**src/rtl/div_issue_arbiter_pkg.sv**
```systemverilog
// div_arb_pkg: shared types and constants for the divider issue arbiter.
//   div_arb_state_t : FSM state encoding (IDLE, ISSUE, WAIT, RESPOND)
//   lane_idx_w()    : width of a lane index for a given lane count
//   DBZ_RESULT      : quotient returned for divide-by-zero (all ones, truncated to N)
package div_arb_pkg;

    typedef enum logic [1:0] {
        S_IDLE    = 2'd0,
        S_ISSUE   = 2'd1,
        S_WAIT    = 2'd2,
        S_RESPOND = 2'd3
    } div_arb_state_t;

    // Lane-index width; clamped to 1 so a degenerate lane count still elaborates.
    function automatic int lane_idx_w(input int lanes);
        return (lanes > 1) ? $clog2(lanes) : 1;
    endfunction

    // Wide all-ones constant; users truncate it to their operand width.
    localparam logic [63:0] DBZ_RESULT = '1;

endpackage

```
**src/rtl/div_issue_arbiter_if.sv**
```systemverilog
// div_issue_arbiter_if: lane request/response bundle plus the divider-side bus.
//   req_valid/req_ready/req_dividend/req_divisor : per-lane request handshake
//   rsp_valid/rsp_err/rsp_result                 : per-lane response
//   div_start/div_dividend/div_divisor           : to the shared divider
//   div_result/div_done                          : from the shared divider
// slave  = the arbiter's view; master = lanes + divider (environment) view.
interface div_issue_arbiter_if #(
    parameter int N     = 8,
    parameter int LANES = 4
);
    logic [LANES-1:0]        req_valid;
    logic [LANES-1:0]        req_ready;
    logic [LANES-1:0][N-1:0] req_dividend;
    logic [LANES-1:0][N-1:0] req_divisor;
    logic [LANES-1:0]        rsp_valid;
    logic                    rsp_err;
    logic [LANES-1:0][N-1:0] rsp_result;
    logic                    div_start;
    logic [N-1:0]            div_dividend;
    logic [N-1:0]            div_divisor;
    logic [N-1:0]            div_result;
    logic                    div_done;

    modport slave (
        input  req_valid, req_dividend, req_divisor, div_result, div_done,
        output req_ready, rsp_valid, rsp_err, rsp_result,
               div_start, div_dividend, div_divisor
    );

    modport master (
        output req_valid, req_dividend, req_divisor, div_result, div_done,
        input  req_ready, rsp_valid, rsp_err, rsp_result,
               div_start, div_dividend, div_divisor
    );

endinterface

```
**src/rtl/div_issue_arbiter_rr_arbiter.sv**
```systemverilog
// rr_arbiter: combinational round-robin pick.
//   req_i  : per-lane request vector
//   ptr_i  : highest-priority lane this round
//   gnt_o  : one-hot grant (zero when nothing requests)
//   idx_o  : index of the granted lane
//   any_o  : some lane requested
// LANES must be a power of two so the index addition wraps on its own.
module rr_arbiter #(
    parameter int LANES = 4,
    parameter int IDX_W = 2
) (
    input  logic [LANES-1:0] req_i,
    input  logic [IDX_W-1:0] ptr_i,
    output logic [LANES-1:0] gnt_o,
    output logic [IDX_W-1:0] idx_o,
    output logic             any_o
);

    logic [IDX_W-1:0] cand;

    always_comb begin
        gnt_o = '0;
        idx_o = '0;
        any_o = 1'b0;
        cand  = '0;
        // Walk lanes starting at ptr_i; the first hit wins.
        for (int i = 0; i < LANES; i++) begin
            cand = ptr_i + IDX_W'(i);
            if (!any_o && req_i[cand]) begin
                any_o = 1'b1;
                idx_o = cand;
            end
        end
        if (any_o) gnt_o = LANES'(1) << idx_o;
    end

endmodule

```
**src/rtl/div_issue_arbiter.sv**
```systemverilog
// div_issue_arbiter: serialises per-lane divide requests onto one iterative
// divider. Round-robin grant, operand latch, one-cycle start pulse, watchdog
// on done, response routed back to the granted lane. Divide-by-zero is
// answered locally with all ones and never issued.
//   clk   : clock, rising edge
//   reset : asynchronous, active-low
//   bus   : lane request/response and divider handshake (slave view)
module div_issue_arbiter
    import div_arb_pkg::*;
#(
    parameter int N       = 8,
    parameter int LANES   = 4,
    parameter int TIMEOUT = 2*N+4
) (
    input logic              clk,
    input logic              reset,
    div_issue_arbiter_if.slave bus
);

    localparam int           IDX_W   = lane_idx_w(LANES);
    localparam int           CNT_W   = $clog2(TIMEOUT+1);
    localparam logic [N-1:0] DBZ_RES = N'(DBZ_RESULT);

    div_arb_state_t          state_q, state_d;
    logic [IDX_W-1:0]        rr_ptr_q, rr_ptr_d;
    logic [IDX_W-1:0]        gidx_q, gidx_d;
    logic [N-1:0]            dvd_q, dvd_d;
    logic [N-1:0]            dvs_q, dvs_d;
    logic                    err_q, err_d;
    logic [CNT_W-1:0]        cnt_q, cnt_d;
    logic [LANES-1:0][N-1:0] res_q, res_d;

    logic [LANES-1:0]        arb_gnt;
    logic [IDX_W-1:0]        arb_idx;
    logic                    arb_any;

    rr_arbiter #(.LANES(LANES), .IDX_W(IDX_W)) u_rr (
        .req_i (bus.req_valid),
        .ptr_i (rr_ptr_q),
        .gnt_o (arb_gnt),
        .idx_o (arb_idx),
        .any_o (arb_any)
    );

    always_comb begin
        state_d  = state_q;
        rr_ptr_d = rr_ptr_q;
        gidx_d   = gidx_q;
        dvd_d    = dvd_q;
        dvs_d    = dvs_q;
        err_d    = err_q;
        cnt_d    = cnt_q;
        res_d    = res_q;
        case (state_q)
            S_IDLE: begin
                if (arb_any) begin
                    gidx_d = arb_idx;
                    dvd_d  = bus.req_dividend[arb_idx];
                    dvs_d  = bus.req_divisor[arb_idx];
                    if (bus.req_divisor[arb_idx] == '0) begin
                        // Result is written on the way into RESPOND so it is
                        // already visible while rsp_valid is high.
                        res_d[arb_idx] = DBZ_RES;
                        err_d          = 1'b0;
                        state_d        = S_RESPOND;
                    end else begin
                        state_d = S_ISSUE;
                    end
                end
            end
            S_ISSUE: begin
                cnt_d   = '0;
                state_d = S_WAIT;
            end
            S_WAIT: begin
                cnt_d = cnt_q + 1'b1;
                // cnt_q == 0 marks the first WAIT cycle, where done may still
                // be high from the previous operation.
                if (cnt_q != '0 && bus.div_done) begin
                    res_d[gidx_q] = bus.div_result;
                    err_d         = 1'b0;
                    state_d       = S_RESPOND;
                end else if (cnt_d == CNT_W'(TIMEOUT)) begin
                    res_d[gidx_q] = '0;
                    err_d         = 1'b1;
                    state_d       = S_RESPOND;
                end
            end
            S_RESPOND: begin
                rr_ptr_d = gidx_q + 1'b1;
                state_d  = S_IDLE;
            end
            default: state_d = S_IDLE;
        endcase
    end

    always_ff @(posedge clk or negedge reset) begin
        if (!reset) begin
            state_q  <= S_IDLE;
            rr_ptr_q <= '0;
            gidx_q   <= '0;
            dvd_q    <= '0;
            dvs_q    <= '0;
            err_q    <= 1'b0;
            cnt_q    <= '0;
            res_q    <= '0;
        end else begin
            state_q  <= state_d;
            rr_ptr_q <= rr_ptr_d;
            gidx_q   <= gidx_d;
            dvd_q    <= dvd_d;
            dvs_q    <= dvs_d;
            err_q    <= err_d;
            cnt_q    <= cnt_d;
            res_q    <= res_d;
        end
    end

    assign bus.req_ready    = (state_q == S_IDLE) ? arb_gnt : '0;
    assign bus.rsp_valid    = (state_q == S_RESPOND) ? (LANES'(1) << gidx_q) : '0;
    assign bus.rsp_err      = (state_q == S_RESPOND) && err_q;
    assign bus.rsp_result   = res_q;
    assign bus.div_start    = (state_q == S_ISSUE);
    assign bus.div_dividend = dvd_q;
    assign bus.div_divisor  = dvs_q;

endmodule

```
**src/flat_wrapper.sv**
```systemverilog
// flat-port wrapper written by rule: the top's interface ports become plain ports
module div_issue_arbiter_flat import div_arb_pkg::*;
#(
    parameter int N       = 8,
    parameter int LANES   = 4,
    parameter int TIMEOUT = 2*N+4
)
  (clk, reset, bus_req_valid, bus_req_dividend, bus_req_divisor, bus_div_result, bus_div_done, bus_req_ready, bus_rsp_valid, bus_rsp_err, bus_rsp_result, bus_div_start, bus_div_dividend, bus_div_divisor);
  div_issue_arbiter_if #(.N(N), .LANES(LANES)) bus_i ();
  input logic clk;
  input logic reset;
  input wire logic [$bits(bus_i.req_valid)-1:0] bus_req_valid;
  input wire logic [$bits(bus_i.req_dividend)-1:0] bus_req_dividend;
  input wire logic [$bits(bus_i.req_divisor)-1:0] bus_req_divisor;
  input wire logic [$bits(bus_i.div_result)-1:0] bus_div_result;
  input wire logic [$bits(bus_i.div_done)-1:0] bus_div_done;
  output wire logic [$bits(bus_i.req_ready)-1:0] bus_req_ready;
  output wire logic [$bits(bus_i.rsp_valid)-1:0] bus_rsp_valid;
  output wire logic [$bits(bus_i.rsp_err)-1:0] bus_rsp_err;
  output wire logic [$bits(bus_i.rsp_result)-1:0] bus_rsp_result;
  output wire logic [$bits(bus_i.div_start)-1:0] bus_div_start;
  output wire logic [$bits(bus_i.div_dividend)-1:0] bus_div_dividend;
  output wire logic [$bits(bus_i.div_divisor)-1:0] bus_div_divisor;
  assign bus_i.req_valid = bus_req_valid;
  assign bus_i.req_dividend = bus_req_dividend;
  assign bus_i.req_divisor = bus_req_divisor;
  assign bus_i.div_result = bus_div_result;
  assign bus_i.div_done = bus_div_done;
  assign bus_req_ready = bus_i.req_ready;
  assign bus_rsp_valid = bus_i.rsp_valid;
  assign bus_rsp_err = bus_i.rsp_err;
  assign bus_rsp_result = bus_i.rsp_result;
  assign bus_div_start = bus_i.div_start;
  assign bus_div_dividend = bus_i.div_dividend;
  assign bus_div_divisor = bus_i.div_divisor;
  div_issue_arbiter #(.N(N), .LANES(LANES), .TIMEOUT(TIMEOUT)) u_core (.clk(clk), .reset(reset), .bus(bus_i));
endmodule
```
**config.mk**
```make
export PLATFORM = sky130hd
export DESIGN_NAME = div_issue_arbiter_flat
export DESIGN_NICKNAME = d
export VERILOG_FILES = /design/src/rtl/div_issue_arbiter_pkg.sv /design/src/rtl/div_issue_arbiter_if.sv /design/src/rtl/div_issue_arbiter_rr_arbiter.sv /design/src/rtl/div_issue_arbiter.sv /design/src/flat_wrapper.sv
export SDC_FILE = /design/constraint.sdc
export NUM_CORES = 1
export LEC_CHECK = 0
export BUFFER_PORTS_ARGS = -buffer_cell sky130_fd_sc_hd__buf_2
export CAP_MARGIN = 10
export CORE_MARGIN = 5
export CORE_UTILIZATION = 47
export DETAILED_ROUTE_END_ITERATION = 6
export PLACE_DENSITY = 0.8
export RECOVER_POWER = 50
export SETUP_SLACK_MARGIN = 0.5
export SLEW_MARGIN = 10
export SYNTH_ARGS = -nofsm -noshare
export SYNTH_HDL_FRONTEND = slang
export SYNTH_SLANG_ARGS = --single-unit
```
**constraint.sdc**
```tcl
create_clock -name clk -period 2.7 [get_ports clk]
set_clock_uncertainty 0.2 [all_clocks]
set_input_delay 0.27 -clock clk [delete_from_list [all_inputs] [get_ports clk]]
set_output_delay 0.27 -clock clk [all_outputs]
set_load 0.01 [all_outputs]
```
==> results.md, run 1 <==
- Outcome: finished with violations
- Failing checks: DRC, capacitance limit, slew limit, setup timing
- Rel. slew slack: -17.43%
- Top_reg_cell synth: dfrtp_1
- Power, Total: 6.984 mW
- Internal: 3.606 mW
- Max-Cap Viols: 1
- Nets@finish: 817
- Slowest CP cell: dfrtp_1
- Layout cells sized above 1: 28.83%
- Req. time, crit path: 2720 ps
- Total grt overflow: 0
- TritonCTS buffer count: 9
- Mapped Nets: 663
- Boundary Pins: 137
- RD Place Congestion: 0.8944
- Fill count: 858
- Total GRT Usage: 24.08%
- DP Worst Slack: -33.92 ps
- Post-DR vias/cell: 5.742
- Ys Warns: 0
- Maximum VDD drop: 0.5348 mV
- Post-layout util: 61.37%
- Final Non-Filler Cells: 865
- 1st-pass router iterations: 7
- Final Hold Vio Count: 0
- Startpoint types: flip-flop
- Cells after DPL: 834
- Sw power: 3.378 mW
- Area leader, netlist: dfrtp_1
- Cell area after placement: 0.005532 mm²
- Final worst-path setup slack: -22.52 ps
- Insertion delay to the later sink of the worst-skew pair: 350 ps
- Min cycle time layout: 2723 ps
- Final instance area: 0.005916 mm²
- Power per cell area: 1181 mW/mm²
- Most frequent CP cell: buf_12
- Vias in the first global route: 4676
- Via count: 4967
- CTS sink count: 60
- Combinational Power Share: 64.7%
- Setup Crit Path Kind: flip-flop to flip-flop
- Initial antenna violation count: 0
- Synth top area share: 32.64%
- Critical path fanouts, max: 30
- Yosys reg bits: 60
- H-tree depth: 3
- DRT antenna net count: 0
- Layout area overhead: 28.58%
- Leakage: 2.865 nW
- Diodes inserted: 0
- Initial detailed-routing violation count: 426
- Max-slew violations: 30
- Initial Util: 47.73%
- Pin count of the biggest net entering global routing: 34
- Clk pwr share: 10.3%
- Unrepaired setup endpoints after global routing: yes
- Critical Path Max Stage Delay: 410 ps
- Yosys cell types: 50
- Asr flop ratio synth: 100.0%
- Final setup fails: 22
- WL per Instance: 17.14 µm
- Syn avg cell area: 8.015 µm²
- First-pass GRT wire length: 22.71 mm
- CP endpoint kind: flip-flop
- IO buf count: 136
- Clock transition at the registers of the reported paths: 70 ps
- Worst path arrival time: 2740 ps
- Hold crit path type: primary input to flip-flop
- Die Y: 108.9 µm
- Sw frac: 48.36%
- Register area share after synthesis: 32.64%
- Worst-margin pin slew: 1762 ps
- Row cnt: 36
- DIE AREA: 0.01187 mm²
- Worst path cell trace: or3b_4, o21a_1, nand2_4, buf_12, mux2i_1, mux2_4, and4_4, a21boi_4, buf_12, o221ai_2
- Fmax: 367.3 MHz
- Die W: 108.9 µm
- CTS tree: built
- CTS Root Cell: clkbuf_8
- Tcrit/Tclk final: 100.8%
- Reg power frac: 25.0%
- Post-Syn Area: 0.004601 mm²
- Synth top area cells: dfrtp_1, nand2_1, o221ai_2, o21ai_0, a22oi_1
- DP HPWL: 10.26 mm
- Post-synth EDFFs: 0
- Synthesized instance count: 574
- Core Area: 0.009639 mm²
- DR DRC count: 2
- Clock buffer depth: 2
- DRT Wirelength: 14.83 mm
[logic make-up (layout without fill, tap and decap cells)]
group           Yosys count  count (layout)  share of synthesized area, %
fa+ha+maj                10              10                         2.720
simple gates            255             255                         24.04
buf+inv                  58             216                         6.663
flops                    60              60                         32.64
mux                      24              24                         5.466
compound gates          167             167                         28.47
[state kept, by name, indices dropped and copies added (netlist names)]
register,count
u_core.gidx_q,2
u_core.state_q,2
u_core.rr_ptr_q,2
u_core.err_q,1
u_core.cnt_q,5
u_core.bus.div_dividend,8
u_core.bus.div_divisor,8
u_core.bus.rsp_result,32
[cell usage after synthesis, types with 2 or more instances]
| cell | instances |
|---|---|
| and2_1 | 19 |
| o221ai_2 | 30 |
| clkbuf_1 | 15 |
| o21a_1 | 3 |
| a21oi_1 | 15 |
| inv_1 | 20 |
| nand4_1 | 2 |
| buf_4 | 3 |
| o221ai_1 | 3 |
| o21ai_1 | 4 |
| a22o_1 | 8 |
| nor2b_1 | 2 |
| ha_1 | 10 |
| a22oi_1 | 26 |
| buf_6 | 7 |
| dfrtp_1 | 60 |
| mux2_2 | 9 |
| nor3b_1 | 2 |
| nand3_1 | 15 |
| o21ai_0 | 62 |
| mux2i_1 | 15 |
| a32o_1 | 2 |
| nand2b_1 | 3 |
| nand2_1 | 182 |
| and4_4 | 2 |
| a21boi_0 | 2 |
| buf_2 | 3 |
| o22ai_1 | 4 |
| and3_1 | 2 |
| buf_1 | 7 |
| nor2_1 | 18 |
[worst paths after layout]
path	startpoint	to	slack [ps]	depth (start not counted)
hold / removal	bus_req_dividend[25]	u_core.bus.div_dividend[1]	90	5
setup / recovery	u_core.rr_ptr_q[0]	u_core.bus.rsp_result[4]	-20	10
hold reg to reg	u_core.bus.div_dividend[4]	u_core.bus.div_dividend[4]	290	2
min in group asynchronous	reset	u_core.bus.rsp_result[31]	720	2
setup reg to reg	u_core.rr_ptr_q[0]	u_core.bus.rsp_result[4]	-20	10
max in group asynchronous	reset	u_core.bus.div_dividend[3]	550	2
[cell usage in the layout (no fill, tap or decap), types with 2 or more instances in the layout]
| cell | netlist | layout |
|---|---|---|
| o21ai_1 | 4 | 6 |
| nand3_1 | 15 | 15 |
| buf_2 | 3 | 94 |
| nand2_1 | 182 | 182 |
| dfrtp_1 | 60 | 60 |
| and3_1 | 2 | 2 |
| a22o_1 | 8 | 8 |
| o22ai_1 | 4 | 3 |
| o21ai_0 | 62 | 59 |
| o221ai_2 | 30 | 32 |
| nor3b_1 | 2 | 2 |
| buf_12 | 1 | 8 |
| mux2_2 | 9 | 5 |
| mux2i_1 | 15 | 15 |
| clkinv_2 | 0 | 2 |
| clkbuf_8 | 0 | 10 |
| a32o_1 | 2 | 2 |
| a21oi_1 | 15 | 15 |
| nor2_1 | 18 | 18 |
| mux2_4 | 0 | 4 |
| nand2b_1 | 3 | 3 |
| ha_2 | 0 | 2 |
| inv_1 | 20 | 20 |
| buf_6 | 7 | 3 |
| and4_4 | 2 | 2 |
| a22oi_1 | 26 | 26 |
| nand4_1 | 2 | 2 |
| and2_1 | 19 | 19 |
| ha_1 | 10 | 8 |
| buf_4 | 3 | 31 |
| clkbuf_1 | 15 | 43 |
[per-layer routing]
| metal | track usage [%] | wire (µm) | part of all wire (%) |
|---|---|---|---|
| met1 | 31.05 | 5883 | 40 |
| met2 | 39.61 | 7205 | 49 |
| met3 | 5.329 | 1256 | 8.5 |
| met4 | 8.747 | 483 | 3.3 |
| met5 | 0 | 0 | 0 |
[per-stage QoR]
step                TNS, ps  hold WS [ps]
global placement          0         162.3
detailed placement   -662.5         166.6
global route          -3243         115.3
CTS                       0         88.85
floorplan                 0        -225.6
finish               -156.0         91.01
[power by group through the flow]
stage	Combinational [mW]	Sequential [mW]	Clock [mW]
6_report	4.52	1.75	0.721
5_1_grt	4.98	1.81	0.759
4_1_cts	4.42	1.73	0.720
3_5_place_dp	4.30	1.73	0
3_3_place_gp	4.13	1.71	0
2_1_floorplan	2.91	1.81	0
[repair_timing]
item / in CTS / in global routing
pin swaps: 1 / 6
setup endpoints to repair: 36 / 39
endpoints found under the hold margin: 29 / 0
hold buffers: 1 / 0
gates resized for setup: 9 / 15
gates cloned: 1 / 2
setup buffers: 5 / 7
[area by class of cell]
type | instances | area (µm²) | area share [%]
clock buffers | 11 | 141.4 | 2.390
repair buffers | 181 | 1117 | 18.89
flip-flops and latches | 60 | 1501 | 25.38
inverters | 20 | 75.07 | 1.269
well taps | 133 | 166.4 | 2.813
clock inverters | 4 | 26.28 | 0.4442
multi-input cells | 456 | 2888 | 48.82
[critical path: cells and delay by family, from the launching register on]
family          cells  cell delay, ps
flops               1             410
simple gates        3             730
compound gates      3             470
buf+inv             2             400
mux                 2             360
No activity file was read; power rests on OpenSTA's default activity.
==> inputs of run 2 (changes only) <==
CORE_UTILIZATION = 44   (was 47)
PLACE_DENSITY = 0.79   (was 0.8)
SYNTH_HIERARCHICAL = 1   (was default)
==> run 2 against run 1 <==
The flow finishes with violations (setup timing). Die area is 18% lower. Maximum frequency fell by 16%. Synthesized cell count down 47%. Synthesized area fell by 25%. Largest power group unchanged.
==> results.md, run 2 <==
- Outcome: finished with violations
- Failing checks: setup timing
- Top-count cell post-synth: dfrtp_1
- DR DRC count: 0 (-2)
- Max reg flops: 32 (unchanged)
- Worst hold slack: 94.85 ps (+3.840 ps)
- Clock transition at the registers of the reported paths: 70 ps (about the same)
- Vias in the first global route: 3413 (-27%)
- Max-Cap Viols: 0 (-1)
- Critical Path Max Stage Delay: 590 ps (+180 ps)
- Die W: 98.43 µm (-9.6%)
- Leading cell type in the layout, fill and taps excluded: buf_2
- Final setup fails: 34 (+55%)
- Power, Total: 5.675 mW (-19%)
- Boundary Pins: 137 (unchanged)
- Layout cells sized above 1: 47.19% (+18 points)
- Rel. slew slack: 26.28% (+44 points)
- Final worst-path setup slack: -548.6 ps (-526.0 ps)
- Initial detailed-routing violation count: 142 (-67%)
- Synth top area share: 43.64% (+11 points)
- Syn avg cell area: 11.28 µm² (+41%)
- Mapped Nets: 395 (-40%)
- Area leader, netlist: dfrtp_1
- Max-slew violations: 0 (-100%)
- Reg2reg setup slack: -550 ps (-530 ps)
- RR Startpoint: u_core/rr_ptr_q[0]
- TritonCTS buffer count: 9 (unchanged)
- Layout area overhead: 42.22%
- Post-DR vias/cell: 5.597 (-2.5%)
- Post-layout util: 63.66% (+2.3 points)
- CTS tree: built
- Ys Warns: 6 (+6)
- First-pass GRT wire length: 16.79 mm (-26%)
- Clock buffer depth: 2 (unchanged)
- Maximum VDD drop: 0.4804 mV (-10%)
- R2R depth: 10 (unchanged)
- Fmax: 307.8 MHz (-16%)
- CTS Root Cell: clkbuf_8
- Total GRT Usage: 21.65% (-2.4 points)
- Cells after DPL: 558 (-33%)
- Core Area: 0.007687 mm² (-20%)
- Synth top area cells: dfrtp_1, mux4_2, o2bb2ai_1, mux2_2, a21oi_1
- Commonest non-fill, non-tap cells in the layout: buf_2, dfrtp_1, clkbuf_1, a21oi_1, buf_4
- Setup Crit Path Kind: flip-flop to flip-flop
- Reg2reg end: u_core/bus.rsp_result[2]
- Startpoint types: flip-flop
- Worst path arrival time: 3280 ps (+540 ps)
- Worst path cell trace: nand2b_4, o21ai_2, a211oi_4, buf_12, mux4_2, or4_4, o21ai_4, buf_12, nand4_4, o2bb2ai_2
- Final Hold Vio Count: 0 (unchanged)
- Worst min-delay path startpoint: bus_div_result[4]
- Setup_tns: -16750 ps (-16590 ps)
- Slowest CP cell: or4_4
- Power per cell area: 1160 mW/mm² (-1.8%)
- Top_reg_cell synth: dfrtp_1
- Most frequent CP cell: buf_12
- CP endpoint kind: flip-flop
- DRT Wirelength: 10.66 mm (-28%)
- Via count: 3263 (-34%)
- Leakage: 2.152 nW (-25%)
- Fill count: 622 (-28%)
- DP HPWL: 8.039 mm (-22%)
- Initial antenna violation count: 0 (unchanged)
- Critical path fanouts, max: 9 (-70%)
- Asr flop ratio synth: 100.0% (unchanged)
- Register area: 0.001503 mm² (about the same)
- Diodes inserted: 0 (unchanged)
- Synthesized instance count: 305 (-47%)
- Hold crit path type: primary input to flip-flop
- Post-Syn Area: 0.003441 mm² (-25%)
- Insertion delay to the later sink of the worst-skew pair: 340 ps (about the same)
- DRT antenna net count: 0 (unchanged)
- Req. time, crit path: 2730 ps (about the same)
- Pin count of the biggest net entering global routing: 33 (-2.9%)
- Yosys cell types: 43 (-14%)
- WL per Instance: 18.28 µm (+6.6%)
- Final Non-Filler Cells: 583 (-33%)
- CTS sink count: 60 (unchanged)
- H-tree depth: 3 (unchanged)
- Initial Util: 44.76% (-3.0 points)
- Post-synth EDFFs: 0 (unchanged)
- Area of the multi-input gates: 0.002003 mm² (-31%)
- Nets@finish: 566 (-31%)
- Die Y: 98.43 µm (-9.6%)
- Min cycle time layout: 3249 ps (+526.0 ps)
- DIE AREA: 0.009688 mm² (-18%)
- WHS Endpoint: u_core/bus.rsp_result[4]
- Register area share after synthesis: 43.64% (+11 points)
- Total grt overflow: 0 (unchanged)
- Row cnt: 32 (-11%)
- Tcrit/Tclk final: 120.3% (+19 points)
- Synth cell count leaders: dfrtp_1, a21oi_1, o2bb2ai_1, mux2_2, mux4_2
- WHS Path Cells: 3 (-2)
- Worst-margin pin slew: 1099 ps (-662.3 ps)
- Unrepaired setup endpoints after global routing: yes
- Yosys reg bits: 60 (unchanged)
- 1st-pass router iterations: 4 (-3)
- RD Place Congestion: 0.9527 (+6.5%)
- IO buf count: 136 (unchanged)
==> run 2: area by class of cell <==
cell class                 count  area share (%)
clock inverter                 7           1.534
tap                          102           2.608
clock buffer                   9           2.531
timing repair buffer         179           20.61
inverter                      14           1.074
multi-input combinational    212           40.94
sequential                    60           30.71
==> run 2: cells by family (layout without fill, tap and decap cells) <==
kind of cell	count (synthesis)	after routing	synth area share [%]
flops	60	60	43.64
fa+ha+maj	11	11	4.000
buf+inv	33	209	4.218
compound gates	101	101	19.82
mux	37	37	17.31
simple gates	63	63	11.02
==> run 2: what timing repair did <==
action / in CTS / in global routing
gates cloned: 0 / 0
hold buffers: 1 / 0
endpoints found under the hold margin: 18 / 0
resized for setup: 21 / 14
setup buffers: 7 / 1
setup endpoints to repair: 48 / 51
pin swaps: 4 / 4
==> run 2: power by group <==
| part | leakage, nW | switching (mW) | total, mW | internal (mW) |
|---|---|---|---|---|
| clock network | 0.0918 | 0.385 | 0.813 | 0.428 |
| logic | 1.39 | 1.63 | 3.21 | 1.58 |
| registers | 0.669 | 0.316 | 1.65 | 1.33 |
| total | 2.15 | 2.33 | 5.67 | 3.34 |
==> run 2: critical path: cells and delay by family (launching register included) <==
family / cells / cell delay (ps)
flip-flops: 1 / 380
AO/OA/AOI/OAI: 4 / 760
AND/OR/NAND/NOR: 3 / 930
buffers and inverters: 2 / 330
multiplexers: 1 / 520
==> run 2: worst max path at each step <==
stage,startpoint,to,slack (ps),depth (start not counted)
after floorplan,u_core/rr_ptr_q[0],u_core/bus.rsp_result[0],-430,10
after global placement,u_core/rr_ptr_q[0],u_core/bus.rsp_result[20],-540,9
after detailed placement,u_core/rr_ptr_q[0],u_core/bus.rsp_result[18],-630,9
after CTS,u_core/rr_ptr_q[0],u_core/bus.rsp_result[18],-520,10
after global routing,u_core/rr_ptr_q[0],u_core/bus.rsp_result[2],-640,10
final,u_core/rr_ptr_q[0],u_core/bus.rsp_result[2],-550,10
==> run 2: layer usage <==
| layer | up-vias | part of all wire (%) | GRT usage, % |
|---|---|---|---|
| met5 | - | 0 | 0 |
| met4 | 0 | 2.8 | 10.19 |
| met3 | 26 | 8.0 | 5.379 |
| met2 | 148 | 51 | 36.87 |
| met1 | 1594 | 38 | 25.71 |
| li1 | 1495 | - | - |
==> run 2: per-stage QoR <==
stage	cell area (µm²)	worst slack, ps
finish	4893	-548.6
CTS	4862	-515.5
global placement	4474	-538.9
global route	4893	-635.4
floorplan	3490	-426.4
detailed placement	4474	-629.8
